### config.mk
export PLATFORM = sky130hd
export DESIGN_NAME = pipe_run_ctrl
export DESIGN_NICKNAME = d
export VERILOG_FILES = /design/src/rtl/pipe_run_ctrl.sv
export SDC_FILE = /design/constraint.sdc
export NUM_CORES = 1
export LEC_CHECK = 0
export ABC_AREA = 1
export CORE_MARGIN = 10
export CORE_UTILIZATION = 28
export CTS_BUF_LIST = sky130_fd_sc_hd__clkbuf_4
export CTS_CLUSTER_SIZE = 40
export DETAILED_ROUTE_END_ITERATION = 8
export PLACE_DENSITY_LB_ADDON = 0.15
export SLEW_MARGIN = 5
export SYNTH_ARGS = -nofsm -noshare
export SYNTH_HDL_FRONTEND = slang
export SYNTH_SLANG_ARGS = --single-unit
### constraint.sdc
create_clock -name clk -period 2.01 [get_ports clk]
set_input_delay 0.3015 -clock clk [delete_from_list [all_inputs] [get_ports clk]]
set_output_delay 0.3015 -clock clk [all_outputs]
set_load 0.1 [all_outputs]
### src/rtl/pipe_run_ctrl.sv
// Run controller for the pipelined core: sequences the core reset, counts run and
// retired-instruction cycles, and ends the run on end-PC, retire stall or timeout.
module pipe_run_ctrl #(
  parameter int              PC_W        = 32,
  parameter int              CNT_W       = 32,
  parameter int              RST_CYCLES  = 4,
  parameter int              MAX_CYCLES  = 1000,
  parameter int              STALL_LIMIT = 16,
  parameter logic [PC_W-1:0] END_PC      = 32'h000000FC,
  parameter logic            CPU_RST_ACT = 1'b0
) (
  input  logic             clk,
  input  logic             rst,
  input  logic             start,
  input  logic [PC_W-1:0]  cpu_pc,
  input  logic             cpu_retire,
  output logic             cpu_rst,
  output logic             running,
  output logic             done,
  output logic             pass,
  output logic             stalled,
  output logic             timeout,
  output logic [CNT_W-1:0] cycle_cnt,
  output logic [CNT_W-1:0] retire_cnt
);

  localparam int SW = $clog2(STALL_LIMIT) + 1;
  localparam int HW = $clog2(RST_CYCLES) + 1;

  localparam logic [CNT_W-1:0] CNT_MAX    = '1;
  localparam logic [CNT_W-1:0] MAX_LAST   = CNT_W'(MAX_CYCLES - 1);
  localparam logic [SW-1:0]    STALL_LAST = SW'(STALL_LIMIT - 1);
  localparam logic [HW-1:0]    HOLD_LAST  = HW'(RST_CYCLES - 1);

  typedef enum logic [1:0] {IDLE, HOLD, RUN, DONE} state_t;

  state_t          state, next_state;
  logic [HW-1:0]   hold_cnt;
  logic [SW-1:0]   stall_cnt;
  logic            ev_pass, ev_stall, ev_time;
  logic            start_run;

  always_comb begin
    next_state = state;
    start_run  = 1'b0;
    ev_pass    = 1'b0;
    ev_stall   = 1'b0;
    ev_time    = 1'b0;
    case (state)
      IDLE, DONE: begin
        if (start) begin
          next_state = HOLD;
          start_run  = 1'b1;
        end
      end
      HOLD: begin
        if (hold_cnt == HOLD_LAST) next_state = RUN;
      end
      RUN: begin
        ev_pass  = (cpu_pc == END_PC);
        ev_stall = !cpu_retire && (stall_cnt == STALL_LAST);
        ev_time  = (cycle_cnt == MAX_LAST);
        if (ev_pass || ev_stall || ev_time) next_state = DONE;
      end
      default: next_state = IDLE;
    endcase
  end

  // Status outputs are decoded from next_state so they change with the state register.
  always_ff @(posedge clk) begin
    if (rst) begin
      state      <= IDLE;
      cpu_rst    <= CPU_RST_ACT;
      running    <= 1'b0;
      done       <= 1'b0;
      pass       <= 1'b0;
      stalled    <= 1'b0;
      timeout    <= 1'b0;
      cycle_cnt  <= '0;
      retire_cnt <= '0;
      hold_cnt   <= '0;
      stall_cnt  <= '0;
    end else begin
      state   <= next_state;
      cpu_rst <= (next_state == RUN) ? ~CPU_RST_ACT : CPU_RST_ACT;
      running <= (next_state == RUN);
      done    <= (next_state == DONE);
      if (start_run) begin
        hold_cnt   <= '0;
        stall_cnt  <= '0;
        cycle_cnt  <= '0;
        retire_cnt <= '0;
        pass       <= 1'b0;
        stalled    <= 1'b0;
        timeout    <= 1'b0;
      end else if (state == HOLD) begin
        hold_cnt <= hold_cnt + HW'(1);
      end else if (state == RUN) begin
        if (cycle_cnt != CNT_MAX) cycle_cnt <= cycle_cnt + CNT_W'(1);
        if (cpu_retire && (retire_cnt != CNT_MAX)) retire_cnt <= retire_cnt + CNT_W'(1);
        stall_cnt <= cpu_retire ? '0 : stall_cnt + SW'(1);
        // Exactly one reason flag, priority pass > stall > timeout.
        pass    <= ev_pass;
        stalled <= !ev_pass && ev_stall;
        timeout <= !ev_pass && !ev_stall && ev_time;
      end
    end
  end

endmodule

# Yosys cells after proc, flatten, opt, wreduce, memory -nomap -nowiden
# Index checks and enable logic that the tools add are counted.
[totals] regBits=80 output_inout_bits=70 elab_cells=54 input_bits=36
[op_classes] n_bitwise=1 n_eq_ne=11 muxes=11 n_addsub=4 n_reduce_logical=16
[ops] cell="32-bit by 1-bit adder with 32-bit output, second input constant" n=2
[ops] cell="32-bit inequality test, second input constant" n=2
[ops] cell="32-bit by 10-bit equality test with 1-bit output, second input constant" n=1
[ops] cell="32-bit by 8-bit equality test with 1-bit output, second input constant" n=1
[ops] cell="2-bit equality test, second input constant" n=4
[ops] cell="1-bit 2-to-1 mux" n=6
[ops] cell="2-bit 2-to-1 mux" n=3
[ops] cell="2-bit one-hot mux with 3 select lines" n=1
[ops] cell="3-bit AND reduction" n=2
[ops] cell="5-bit by 1-bit adder with 5-bit output, second input constant" n=1
[ops] cell="5-bit by 4-bit equality test with 1-bit output, second input constant" n=1
[ops] cell="1-bit logical AND" n=5
[ops] cell="5-bit 2-to-1 mux" n=1
[ops] cell="2-bit OR reduction" n=2
[ops] cell="3-bit by 1-bit adder with 3-bit output, second input constant" n=1
[ops] cell="3-bit by 2-bit equality test with 1-bit output, second input constant" n=1
[ops] cell="1-bit zero test" n=3
[ops] cell="2-bit by 1-bit equality test with 1-bit output, second input constant" n=1
[ops] cell="2-bit zero test" n=1
[ops] cell="1-bit logical OR" n=2
[ops] cell="2-bit AND reduction" n=1
[ops] cell="1-bit inverter" n=1

# Logic depth before layout (Yosys ltp)
# Gate-level depths: netlist (run 1).
[depth] word_depth=8 mapped_depth=12 ltp_nobuf=12

# Worst setup path before layout (run 1)
# No wires, ideal clock.
[synth_timing] path_kind="flip-flop to flip-flop" startpoint="reg retire_cnt[0]" endpoint="reg retire_cnt[23]" period_less_slack_ns=2.516 required_time_ns=1.871 path_stages_with_launch=12 path_slack_ns=-0.506 arrival_time_ns=2.377 cell_sequence="dfxtp_1 -> ha_1 -> nand3_2 -> nor3_4 -> nand2_2 -> nor2_4 -> nand2_2 -> nand2_4 -> inv_2 -> buf_6 -> nand2_1 -> a21oi_2"
[synth_via] elab_chain_cells=3
[synth_lines] item="from (decl)" line="24" text="output logic [CNT_W-1:0] retire_cnt"
[synth_lines] item="from (signal assigned)" line="100" text="if (cpu_retire && (retire_cnt != CNT_MAX)) retire_cnt <= retire_cnt + CNT_W'(1);"
[synth_lines] item="parallel branches: the longest is 3 deep, another holds 32-bit by 1-bit adder with 32-bit output"
# Parallel ways; which one is timed is not known.
# A chain may end at the register's enable or synchronous reset.

# Worst setup path in the final report (run 1)
[layout_timing] startpoint="reg retire_cnt[0]" endpoint="reg retire_cnt[16]"
# The elaborated chain is that of the path after synthesis.

==> key figures, run 1 <==
Worst setup path
  • RR Endpoint: retire_cnt[16]
  • CP required: 2.35 ns
  • Crit start category: register
  • Peak fanout along the critical path: 15
  • Critical Path Sink Type: register
  • R2R Setup Slk: 0.19 ns
  • Reg2reg path depth: 11
  • R2r startpoint: retire_cnt[0]
  • Arrival @ worst endpoint: ~2.2 ns
  • CP startpoint: retire_cnt[0]
  • Crit path to: retire_cnt[16]
  • CP Class: register to register

STA
  • Setup Skew: between 0.009 and 0.01 ns
  • Final Worst Setup Slack: 0.189 ns
  • Setup TNS: 0 ns
  • Setup violations, final: 0
  • Fin crit share: 0.906
  • RSZ-0062 raised after global routing: no
  • Worst-margin pin slew: 0.420 ns
  • Hold WS: 0.473 ns
  • Final number of max-transition violations: 0
  • Final Hold Vio Count: 0
  • Tmin final: between 1.5 and 2 ns
  • Worst relative slew slack: 0.718
  • Fmax achieved: 549 MHz

Clocking
  • Total CTS buffers: 9
  • Max clock buf depth: 2
  • TritonCTS clock tree: yes
  • Sink Count: 79
  • Root buffer cell: clkbuf_4
  • Clk pin slew, worst setup/hold paths: around 0.12 ns
  • Worst skew pair latency: ~0.45 ns
  • H-Tree Depth: 3

Global route
  • GRT Util Overall: 0.137
  • First-pass GRT wire length: 25000 um
  • Largest net degree at the start of global routing: 38
  • GRT overflow: 0
  • Initial antenna violation count: 1
  • Vias in the first global route: about 4800

Synthesis
  • Syn Inst Count: about 760
  • FFs w/ async S/R, synth: 0
  • Number of synthesized flops with an enable pin: 0
  • Synth Net Count: 802
  • Ys flop type: dfxtp_1
  • Register bit total from synthesis: 79
  • Synthesized cell area: between 4000 and 5000 um2
  • Register area share after synthesis: 0.327
  • Syn_area_per_cell: 6.38 um2
  • Yosys cell types: 33
  • Yosys warnings: 0

Route
  • DRT Wirelength: 15600 um
  • WL/cell: 14.2 um
  • 1st-iter DRT viols: just over 200
  • Via-to-Cell Ratio: about 4.5
  • Post-route DRC: 0
  • Final ANT Viol Nets: 0
  • Vias: about 5000
  • Pre-Repair DR Iteration Count: 4

Die
  • Die height: between 150 and 200 um
  • Core ar.: 16800 um2
  • Initial Util: 0.288
  • Row count: 47
  • Die Area: 22900 um2
  • Die width: around 150 um
  • I/O pin cnt: 106

Power and ir drop
  • Gate power share: 0.060
  • Peak supply drop: about 0.37 mV
  • Pint: approximately 2.2 mW
  • NetSw: between 0.6 and 0.7 mW
  • Tot Pwr: approximately 2.8 mW
  • Pwr/cell area: approximately 450 nW/um2
  • Sw Ratio: 0.227
  • Seq pwr share: 0.555
  • Clock power frac: 0.385
  • P_leak: approximately 2.4 nW

Place
  • Inst Count DP: 1080
  • Post-DP HPWL: 12500 um
  • Port bufs: between 100 and 150
  • Routability Congestion: roughly 0.94
  • Placed cell area: 6080 um2
  • Pre-CTS setup slack: approximately 0.16 ns

Final layout
  • Area delta synth->final: 29.7%
  • Util after Layout: 0.374
  • Nets: just over 900
  • Finished Layout Cells: about 1100
  • Final instance area: 6270 um2
  • Fill count: between 1500 and 2000
  • Layout cells sized above 1: 0.224

Hold path
  • Hold Crit Start: rst
  • Worst Hold Class: input pin to register

Status
  • Status: completed

Run
  • Max-cap check violation count: 0
worst min-delay path by stage:
stage / end / slack [ns] / depth (start not counted)
after floorplan: state[0] / 0.37 / 1
after global routing: state[0] / 0.45 / 2
after global placement: hold_cnt[1] / 0.46 / 2
final: state[0] / 0.47 / 2
after CTS: state[0] / 0.43 / 2
after detailed placement: timeout / 0.46 / 2
critical path, stage by stage (launching register included):
cell     delay (ns)
dfxtp_4        0.39
ha_1           0.19
nand3_2        0.15
nor3_4         0.18
nand2_2        0.11
nor2_4         0.10
nand2_2        0.07
nand2_4        0.09
buf_4          0.23
o21ai_0        0.11
nand2_1        0.06
nor2_1         0.03
cells in the mapped netlist, types with 2 or more instances:
master / number / area (um2)
a21oi_1: 57 / 285
a21oi_2: 7 / 61.3
and2_1: 3 / 18.8
buf_2: 2 / 10.0
buf_6: 8 / 90.1
clkbuf_1: 8 / 30.0
dfxtp_1: 79 / 1580
ha_1: 8 / 100
inv_1: 76 / 285
inv_2: 4 / 15.0
nand2_1: 245 / 920
nand2_2: 10 / 62.6
nand2_4: 2 / 22.5
nand3_1: 21 / 105
nand3_2: 2 / 20.0
nand4_1: 11 / 68.8
nor2_1: 102 / 383
nor2_4: 2 / 22.5
nor3_1: 41 / 205
nor3_2: 2 / 20.0
o21ai_0: 16 / 80.1
o21ai_2: 2 / 17.5
xnor2_1: 12 / 105
xor2_1: 29 / 254
layout by cell type (no fill, tap or decap), types with 2 or more instances in the layout:
cell type        count
buf_4               84
o21ai_0             16
nand2_1            245
dfxtp_4              4
o21ai_2              2
inv_2                4
clkinv_2             2
dfxtp_1             19
nand4_1             11
buf_6                2
nand2_2             10
buf_12               2
and2_1               3
a21oi_1             56
a21oi_2              8
bufinv_16            2
nand3_2              2
clkdlybuf4s50_1     35
clkbuf_4            11
nor3_4               2
nand2_4              2
nor3_1              41
nand3_1             21
nor2_4               2
ha_1                 8
inv_1               75
dfxtp_2             56
xor2_1              29
xnor2_1             12
nor2_1             102
layout make-up:
type / count / area (um2) / area share
clock inverters: 5 / 73.8 / 0.0118
inverters: 80 / 303 / 0.0483
well taps: 220 / 275 / 0.0439
diodes: 1 / 2.50 / 0.000399
multi-input cells: 580 / 2820 / 0.450
repair buffers: 123 / 1040 / 0.166
flip-flops and latches: 79 / 1670 / 0.266
clock buffers: 11 / 82.6 / 0.0132
registers in the layout, indices dropped and copies added, names as in the netlist:
name        cells
cycle_cnt      32
retire_cnt     32
stall_cnt       5
hold_cnt        3
state           2
cpu_rst         1
done            1
pass            1
stalled         1
timeout         1
logic make-up (layout without fill, tap and decap cells):
logic type | count (synthesis) | after routing | share of synthesized area
flops | 79 | 79 | 0.327
compound gates | 86 | 86 | 0.0971
simple gates | 445 | 445 | 0.390
other cells | 0 | 1 | 0
xor+xnor | 41 | 41 | 0.0743
buf+inv | 99 | 219 | 0.0906
fa+ha+maj | 8 | 8 | 0.0207
power by group through the flow:
| stage | Combinational (mW) | Clock, mW | Sequential, mW |
|---|---|---|---|
| floorplan | 0.0679 | 0 | 1.60 |
| global placement | 0.169 | 0 | 1.60 |
| detailed placement | 0.171 | 0 | 1.60 |
| CTS | 0.171 | 1.15 | 1.57 |
| global route | 0.186 | 1.20 | 1.57 |
| finish | 0.170 | 1.09 | 1.56 |
what timing repair did:
item / 4_1_cts / 5_1_grt
gates resized for setup: 0 / 6
endpoints found under the setup margin: 0 / 10
hold buffers: 0 / 0
setup buffers: 0 / 2
per-layer routing:
layer  vias up  track usage  share of wire
met5         -            0              0
met4         0       0.0318          0.016
met3        16       0.0456          0.058
met2        88        0.240           0.50
met1      2215        0.158           0.43
li1       2627            -              -
(Power assumes the default switching activity.)
==> inputs of run 2 (changes only) <==
--- a/config.mk
+++ b/config.mk
@@ -11,6 +11,7 @@
 export CTS_BUF_LIST = sky130_fd_sc_hd__clkbuf_4
 export CTS_CLUSTER_SIZE = 40
 export DETAILED_ROUTE_END_ITERATION = 8
+export HOLD_SLACK_MARGIN = 0.03
 export PLACE_DENSITY_LB_ADDON = 0.15
 export SLEW_MARGIN = 5
 export SYNTH_ARGS = -nofsm -noshare
==> results of run 2 <==
No change in the layout: final DEF, timing and power equal those of run 1.
